## config.mk

```make
export PLATFORM = sky130hd
export DESIGN_NAME = coe_sram_writer
export DESIGN_NICKNAME = d
export VERILOG_FILES = /design/src/rtl/coe_sram_writer_pkg.sv /design/src/rtl/coe_sram_writer.sv
export SDC_FILE = /design/constraint.sdc
export NUM_CORES = 1
export LEC_CHECK = 0
export BUFFER_PORTS_ARGS = -buffer_cell sky130_fd_sc_hd__buf_2
export CAP_MARGIN = 20
export CORE_AREA = 4 4 100 102
export DETAILED_ROUTE_END_ITERATION = 6
export DIE_AREA = 0 0 104 106
export SETUP_SLACK_MARGIN = 0.5
export SYNTH_ARGS = -nofsm -noshare
export SYNTH_HDL_FRONTEND = slang
export SYNTH_SLANG_ARGS = --single-unit
export TNS_END_PERCENT = 100
```

## constraint.sdc

```tcl
create_clock -name i_clk_50m -period 2.1 [get_ports i_clk_50m]
set_input_delay 0.105 -clock i_clk_50m [delete_from_list [all_inputs] [get_ports i_clk_50m]]
set_output_delay 0.105 -clock i_clk_50m [all_outputs]
set_load 0.01 [all_outputs]
```

## src/rtl/coe_sram_writer_pkg.sv

```systemverilog
// Shared constants and state encoding for the coefficient table path.
// Used by both the SRAM writer and the distance-calculator reader.
package coe_sram_writer_pkg;

    localparam logic [17:0] SRAM_COE_BASE1 = 18'h10000;
    localparam logic [17:0] SRAM_COE_BASE2 = 18'h28000;
    localparam logic [17:0] TABLE_WORDS    = 18'h18000;

    localparam logic [3:0]  COE_NEG_NIBBLE = 4'hF;

    typedef enum logic [15:0] {
        S_IDLE      = 16'h0001,
        S_WAIT_DATA = 16'h0002,
        S_REQ       = 16'h0004,
        S_WRITE     = 16'h0008,
        S_NEXT      = 16'h0010,
        S_CHECK     = 16'h0020,
        S_DONE      = 16'h0040,
        S_ERR       = 16'h0080
    } coe_state_e;

    function automatic logic coe_is_neg(input logic [15:0] w);
        return w[15:12] == COE_NEG_NIBBLE;
    endfunction

endpackage

```

## src/rtl/coe_sram_writer.sv

```systemverilog
// Writes a coefficient table word by word into SRAM via the arbiter.
// Define COE_LOAD_CHECKSUM_EN to require a trailer checksum word.
module coe_sram_writer #(
    parameter logic [17:0] TABLE_WORDS = coe_sram_writer_pkg::TABLE_WORDS
) (
    input  logic        i_clk_50m,
    input  logic        i_rst_n,
    input  logic        i_load_start,
    input  logic        i_table_sel,
    input  logic        i_load_abort,
    input  logic        i_coe_valid,
    input  logic [15:0] i_coe_data,
    output logic        o_coe_ready,
    output logic        o_sram_req,
    input  logic        i_sram_gnt,
    output logic [17:0] o_sram_addr,
    output logic [15:0] o_sram_wdata,
    output logic        o_sram_we,
    output logic        o_load_busy,
    output logic        o_load_done,
    output logic        o_load_err,
    output logic [17:0] o_word_cnt
);
    import coe_sram_writer_pkg::*;

    coe_state_e  state_q;
    coe_state_e  state_d;
    logic [17:0] base_q;
    logic [17:0] index_q;
    logic [17:0] word_cnt_q;
    logic [15:0] data_q;
    logic        abortable;

`ifdef COE_LOAD_CHECKSUM_EN
    logic [15:0] sum_q;
`endif

    assign o_word_cnt = word_cnt_q;

    assign abortable = (state_q == S_WAIT_DATA) || (state_q == S_REQ)
                    || (state_q == S_WRITE) || (state_q == S_NEXT)
                    || (state_q == S_CHECK);

    // State register.
    always_ff @(posedge i_clk_50m or negedge i_rst_n) begin
        if (!i_rst_n) begin
            state_q <= S_IDLE;
        end else begin
            state_q <= state_d;
        end
    end

    // Base/index/count bookkeeping and accepted-word latch.
    always_ff @(posedge i_clk_50m or negedge i_rst_n) begin
        if (!i_rst_n) begin
            base_q     <= '0;
            index_q    <= '0;
            word_cnt_q <= '0;
            data_q     <= '0;
        end else begin
            if (state_q == S_IDLE && i_load_start) begin
                base_q     <= i_table_sel ? SRAM_COE_BASE2 : SRAM_COE_BASE1;
                index_q    <= '0;
                word_cnt_q <= '0;
            end
            if (state_q == S_WAIT_DATA && i_coe_valid) begin
                data_q <= i_coe_data;
            end
            if (state_q == S_NEXT) begin
                index_q    <= index_q + 18'd1;
                word_cnt_q <= word_cnt_q + 18'd1;
            end
            // a write completing under abort still counts as written
            if (state_q == S_WRITE && i_load_abort) begin
                word_cnt_q <= word_cnt_q + 18'd1;
            end
        end
    end

`ifdef COE_LOAD_CHECKSUM_EN
    // Running mod-2^16 sum of every word written to SRAM.
    always_ff @(posedge i_clk_50m or negedge i_rst_n) begin
        if (!i_rst_n) begin
            sum_q <= '0;
        end else if (state_q == S_IDLE && i_load_start) begin
            sum_q <= '0;
        end else if (state_q == S_WRITE) begin
            sum_q <= sum_q + data_q;
        end
    end
`endif

    // Next-state and Moore outputs; abort overrides any active state.
    always_comb begin
        state_d      = state_q;
        o_coe_ready  = 1'b0;
        o_sram_req   = 1'b0;
        o_sram_we    = 1'b0;
        o_sram_addr  = '0;
        o_sram_wdata = '0;
        o_load_busy  = 1'b1;
        o_load_done  = 1'b0;
        o_load_err   = 1'b0;
        unique case (state_q)
            S_IDLE: begin
                o_load_busy = 1'b0;
                if (i_load_start) begin
                    state_d = S_WAIT_DATA;
                end
            end
            S_WAIT_DATA: begin
                o_coe_ready = 1'b1;
                if (i_coe_valid) begin
                    state_d = S_REQ;
                end
            end
            S_REQ: begin
                o_sram_req = 1'b1;
                if (i_sram_gnt) begin
                    state_d = S_WRITE;
                end
            end
            S_WRITE: begin
                o_sram_req   = 1'b1;
                o_sram_we    = 1'b1;
                o_sram_addr  = base_q + index_q;
                o_sram_wdata = data_q;
                state_d      = S_NEXT;
            end
            S_NEXT: begin
                if (index_q + 18'd1 == TABLE_WORDS) begin
                    state_d = S_CHECK;
                end else begin
                    state_d = S_WAIT_DATA;
                end
            end
            S_CHECK: begin
`ifdef COE_LOAD_CHECKSUM_EN
                o_coe_ready = 1'b1;
                if (i_coe_valid) begin
                    state_d = (i_coe_data == sum_q) ? S_DONE : S_ERR;
                end
`else
                state_d = S_DONE;
`endif
            end
            S_DONE: begin
                o_load_done = 1'b1;
                state_d     = S_IDLE;
            end
            S_ERR: begin
                o_load_err = 1'b1;
                state_d    = S_IDLE;
            end
            default: begin
                o_load_busy = 1'b0;
                state_d     = S_IDLE;
            end
        endcase
        if (i_load_abort && abortable) begin
            state_d = S_ERR;
        end
    end

endmodule
```

* After elaboration in Yosys (flattened, before gate mapping)
Cells that the tools add are included.
** Cells by class
- Muxes and demuxes :: 19
- $add $sub $neg :: 3
- Equality and inequality tests :: 12
- Reduce and logical (&&, ||, !) cells :: 13
** Operators with widths (count)
- $mux 18 :: 6
- $pmux 16 s6 :: 1
- $mux 16 :: 5
- $add 18x1->18 const B :: 2
- $add 18x18->18 :: 1
- $eq 18x17->1 const B :: 1
- $eq 16x1->1 const B :: 1
- $eq 16x2->1 const B :: 1
- $eq 16x3->1 const B :: 1
- $eq 16x4->1 const B :: 1
- $eq 16x5->1 const B :: 1
- $eq 16x6->1 const B :: 1
- $eq 16x7->1 const B :: 1
- $eq 16x8->1 const B :: 1
- $ne 3x2->1 const B :: 3
- $reduce_or 7->1 :: 1
- $mux 1 :: 6
- $mux 6 :: 1
- $logic_and 1x1->1 :: 4
- $logic_or 1x1->1 :: 4
- $reduce_and 3->1 :: 1
- $reduce_bool 3->1 :: 1
- $reduce_bool 2->1 :: 1
- $reduce_or 2->1 :: 1
** Word-level totals
- Logic and storage cells :: 52
- Flip-flop bits (word level) :: 86
- Input port bits :: 23
- Output and inout bits :: 58

* Logic depth before layout (Yosys ltp)
- Depth in word-level cells :: 8
- Depth in mapped cells :: 8
- Gate-level depth less buffers :: 7

* Least setup slack after synthesis
No wires, ideal clock.
- Kind :: reg-to-reg
- Start point :: register state_q[5]
- End point :: register word_cnt_q[17], in the netlist o_word_cnt[17]
- Library setup time :: 124 ps
- Slack :: 152 ps
- Path buffers :: 0
- Cell stages (with the launch flop) :: 7
- Data arrival time :: 1824 ps
- Data required time :: 1976 ps
- Period minus slack after synthesis :: 1948 ps
- Cell sequence :: dfrtp_1 > nor4_4 > and4b_1 > a21oi_2 > or4b_1 > nand3_1 > o21ai_1
** On the way
- Longest elaborated chain between the ends :: 3
- Elaborated cells on any way between the ends :: 8
- Classes of those cells :: 3 x eq/ne; 2 x mux; 3 x reduce/logical
** RTL lines
- start, declared :: RTL line coe_sram_writer.sv:26 : coe_state_e state_q;
- start signal, assigned :: RTL line coe_sram_writer.sv:49 : state_q <= state_d;
- $eq 16x5->1 (tied with other cells) :: RTL line coe_sram_writer.sv:69 : if (state_q == S_NEXT) begin
- $mux 18 (tied with other cells) :: RTL line coe_sram_writer.sv:69
- $mux 18 or $reduce_bool 3->1 (tied branches)
- end signal, assigned :: RTL line coe_sram_writer.sv:71 : word_cnt_q <= word_cnt_q + 18'd1;
- end signal, assigned :: RTL line coe_sram_writer.sv:75 : word_cnt_q <= word_cnt_q + 18'd1;
- end, declared :: RTL line coe_sram_writer.sv:30 : logic [17:0] word_cnt_q;
Several ways; a longest one is shown, not always the timed one.
A chain may end at the register's enable or synchronous reset.

* Final worst setup path
- Start point :: register state_q[7]
- End point :: output port o_load_busy
** On the way
- Longest elaborated chain between the ends :: 3
- Elaborated cells on any way between the ends :: 9
- Classes of those cells :: 7 x eq/ne; 1 x mux; 1 x reduce/logical
** RTL lines
- $eq 16x2->1 (tied with other cells) :: RTL line coe_sram_writer.sv:104 : unique case (state_q)
- $reduce_or 7->1 (no source line) (*)
- $mux 1 (*) :: RTL line coe_sram_writer.sv:104
- end, declared :: RTL line coe_sram_writer.sv:19 : output logic o_load_busy,
Every way passes the cells marked *; elsewhere a longest branch is shown, timed or not.

==> impl_metrics.env <==
export IMPL_status="finished, violations left"
export IMPL_violations="negative setup slack"
export IMPL_drt_iter0_markers=146
export IMPL_rsz0062_at_grt="yes"
export IMPL_fmax_ghz=0.470
export IMPL_clkTransAtPathRegs_ns=0.08
export IMPL_swShare_pct=32.5
export IMPL_gr_total_overflow=0
export IMPL_drc=0
export IMPL_vias=3638
export IMPL_combPwrFrac_pct=36.2
export IMPL_pwr_share_clk_pct=26.9
export IMPL_start_util_pct=39.3
export IMPL_slew_viol_final=0
export IMPL_syn_inst=382
export IMPL_ys_flop_type="dfrtp_1"
export IMPL_nets=576
export IMPL_async_flop_share_pct=100
export IMPL_drt_wirelength_per_cell_um=18.5
export IMPL_powerDensity_nw_per_um2=695
export IMPL_first_pass_iters=4
export IMPL_drive_gt1_share_pct=57.9
export IMPL_gp_congestion=0.881
export IMPL_cts_buffers=9
export IMPL_ys_ff_latch=62
export IMPL_grtUsageTotal_pct=20.5
export IMPL_period_needed_ns=2.13
export IMPL_hold_class="input port to flip-flop"
export IMPL_synth_seq_area_share_pct=43.4
export IMPL_fp_row_count=35
export IMPL_r2r_slack_ns=-0.03
export IMPL_synth_area_top_cells="dfrtp_1, and2_1, nand2_1"
export IMPL_drtAntennaViolNets=0
export IMPL_crit_path_max_incr_delay_ns=0.48
export IMPL_finClkSkew_ns=0.0138
export IMPL_holdWs_ns=0.0498
export IMPL_setup_viol=10
export IMPL_critPathMaxFanout=4
export IMPL_synth_cell_type_count=57
export IMPL_n_fill_cell=709
export IMPL_final_util_pct=67.0
export IMPL_tritoncts="yes"
export IMPL_synth_area_leader_cell="dfrtp_1"
export IMPL_synth_nets=409
export IMPL_synth_area_per_cell_sq_um=9.36
export IMPL_die_w_um=104
export IMPL_crit_top_cell="buf_4"
export IMPL_area_delta_synth_final_pct=70.7
export IMPL_p_int_mw=2.86
export IMPL_crit_slowest_cell="dfrtp_2"
export IMPL_synth_top_area_share_pct=42.7
export IMPL_multi_input_area_sq_um=2570
export IMPL_maxCapViolCount=0
export IMPL_clock_sinks=62
export IMPL_cpLargestDelayFamily="simple AND/OR/NAND/NOR gates"
export IMPL_power_sequential_fraction_pct=36.9
export IMPL_ff_latch_area_sq_um=1570
export IMPL_worstMarginPinSlew_ns=0.405
export IMPL_cp_required_ns=2.00
export IMPL_grt_max_degree=26
export IMPL_yosysMostFrequentCell="dfrtp_1"
export IMPL_antenna_cells=0
export IMPL_cts_buffer_depth=2
export IMPL_power_switching_mw=1.38
export IMPL_cp_start_kind="flip-flop"
export IMPL_grt_pass1_wl_mm=18.3
export IMPL_p_leak_nw=2.90
export IMPL_synthesis_area_sq_um=3580
export IMPL_critPathKind="flip-flop to output pin"
export IMPL_crit_buf_inv=3
export IMPL_cts_max_level=3
export IMPL_cts_root_buf="clkbuf_8"
export IMPL_relSlewSlack_pct=73.0
export IMPL_antenna_found_initial=0
export IMPL_path_cells="nor4_4, buf_4, nand4b_1, o211ai_1, buf_4, or3_1, buf_2"
export IMPL_die_y_um=106
export IMPL_finalWorstSetupSlack_ns=-0.0290
export IMPL_dieArea_sq_um=11000
export IMPL_grt_pass1_vias=3663
export IMPL_synth_edf_count=0
export IMPL_dp_cells=582
export IMPL_clk_insertion_delay_late_ns=0.35
export IMPL_synth_commonest_cells="dfrtp_1, nand2_1, and2_1"
export IMPL_yosysWarnings=0
export IMPL_critPathArrivalTime_ns=2.02
export IMPL_fin_cells=665
export IMPL_routed_wl_mm=12.3
export IMPL_io_buffers=80
export IMPL_core_sq_um=9110
export IMPL_ir_drop_mv=0.637
export IMPL_period_share_pct=101
export IMPL_pin_count=81
export IMPL_end_kind="output pin"
export IMPL_pre_cts_ws_ns=0.113
export IMPL_hold_viol_final=0
export IMPL_hpwl_mm=6.79
export IMPL_viasPerCell=5.47
[worst reg2reg max path: cells and delay by family, from the launching register on]
kind | cells | cell delay (ns)
buffers and inverters | 4 | 0.59
AO/OA/AOI/OAI | 1 | 0.08
multiplexers | 1 | 0.16
flip-flops | 1 | 0.45
AND/OR/NAND/NOR | 4 | 0.77
[path summary, 6_finish.rpt]
kind,startpoint,end,depth (start not counted)
setup / recovery,state_q[7]$_DFFE_PN0P_,o_load_busy,7
hold / removal,i_load_abort,state_q[1]$_DFFE_PN0P_,2
setup reg to reg,state_q[1]$_DFFE_PN0P_,o_word_cnt[5]$_DFFE_PN0P_,10
hold reg to reg,o_word_cnt[17]$_DFFE_PN0P_,o_word_cnt[17]$_DFFE_PN0P_,1
max in group asynchronous,i_rst_n,state_q[4]$_DFFE_PN0P_,3
min in group asynchronous,i_rst_n,index_q[9]$_DFFE_PN0P_,2
[final cells by class]
cell class	count	share of cell area (%)
well taps	111	2.28
repair buffers	171	25.7
inverters	9	0.759
clock inverters	3	0.697
multi-input cells	296	42.1
clock buffers	13	2.77
flip-flops and latches	62	25.7
[cells by family (layout without fill, tap and decap cells)]
group | Yosys count | count (layout) | synth area share [%]
and+or+nand+nor | 188 | 191 | 30.4
AOI/OAI and AO/OA | 68 | 68 | 11.4
DFF | 62 | 62 | 43.4
buffers and inverters | 27 | 196 | 3.60
muxes | 24 | 24 | 7.28
xor gates and xnor gates | 9 | 9 | 2.20
adders and majority gates | 4 | 4 | 1.61
[power by group through the flow]
stage / clock, mW / combinational, mW / sequential [mW]
6_report: 1.14 / 1.54 / 1.57
5_1_grt: 1.21 / 1.64 / 1.59
4_1_cts: 1.16 / 1.11 / 1.53
3_5_place_dp: 0 / 0.811 / 1.55
3_3_place_gp: 0 / 0.800 / 1.54
2_1_floorplan: 0 / 0.604 / 1.51
[state kept, by name, indices dropped and copies added (netlist names)]
register	count
base_q	2
state_q	8
o_word_cnt	18
data_q	16
index_q	18
[through the flow]
| step | area, sq um | total power [mW] | setup TNS [ns] |
|---|---|---|---|
| 6_report | 6100 | 4.24 | -0.134 |
| 5_1_grt | 6100 | 4.45 | -1.99 |
| 4_1_cts | 5330 | 3.81 | 0 |
| 3_5_place_dp | 4410 | 2.36 | 0 |
| 3_3_place_gp | 4410 | 2.34 | 0 |
| 2_1_floorplan | 3830 | 2.11 | 0 |
[routing by layer]
layer / vias up / global-route usage, % / share of wire (%)
met5: - / 0 / 0
met4: 0 / 6.46 / 1.7
met3: 24 / 4.98 / 5.7
met2: 117 / 35.1 / 51
met1: 1796 / 25.7 / 42
li1: 1701 / - / -
[cell usage in the layout, fill, tap and decap left out, drive strengths merged, types with 2 or more instances in the layout]
cell and instances:
a21oi 11, a31oi 4, and2 35, and3 6
and4b 2, buf 150, clkbuf 16, clkinv 2
dfrtp 61, dlygate4sd3 18, ha 3, inv 8
mux2 16, mux2i 8, nand2 54, nand3 22
nand4 11, nand4b 5, nor2 24, nor3 7
nor3b 3, nor4 10, o2111a 2, o211ai 2
o21ai 35, o31ai 5, or3 4, xnor2 4
xor2 5
[what timing repair did]
action / CTS / global route
endpoints found under the setup margin: 99 / 102
resized for setup: 66 / 156
hold buffers: 18 / 0
pin swaps: 19 / 51
endpoints found under the hold margin: 31 / 0
gates cloned: 4 / 5
setup buffers: 31 / 9
No activity file was read; power rests on OpenSTA's default activity.
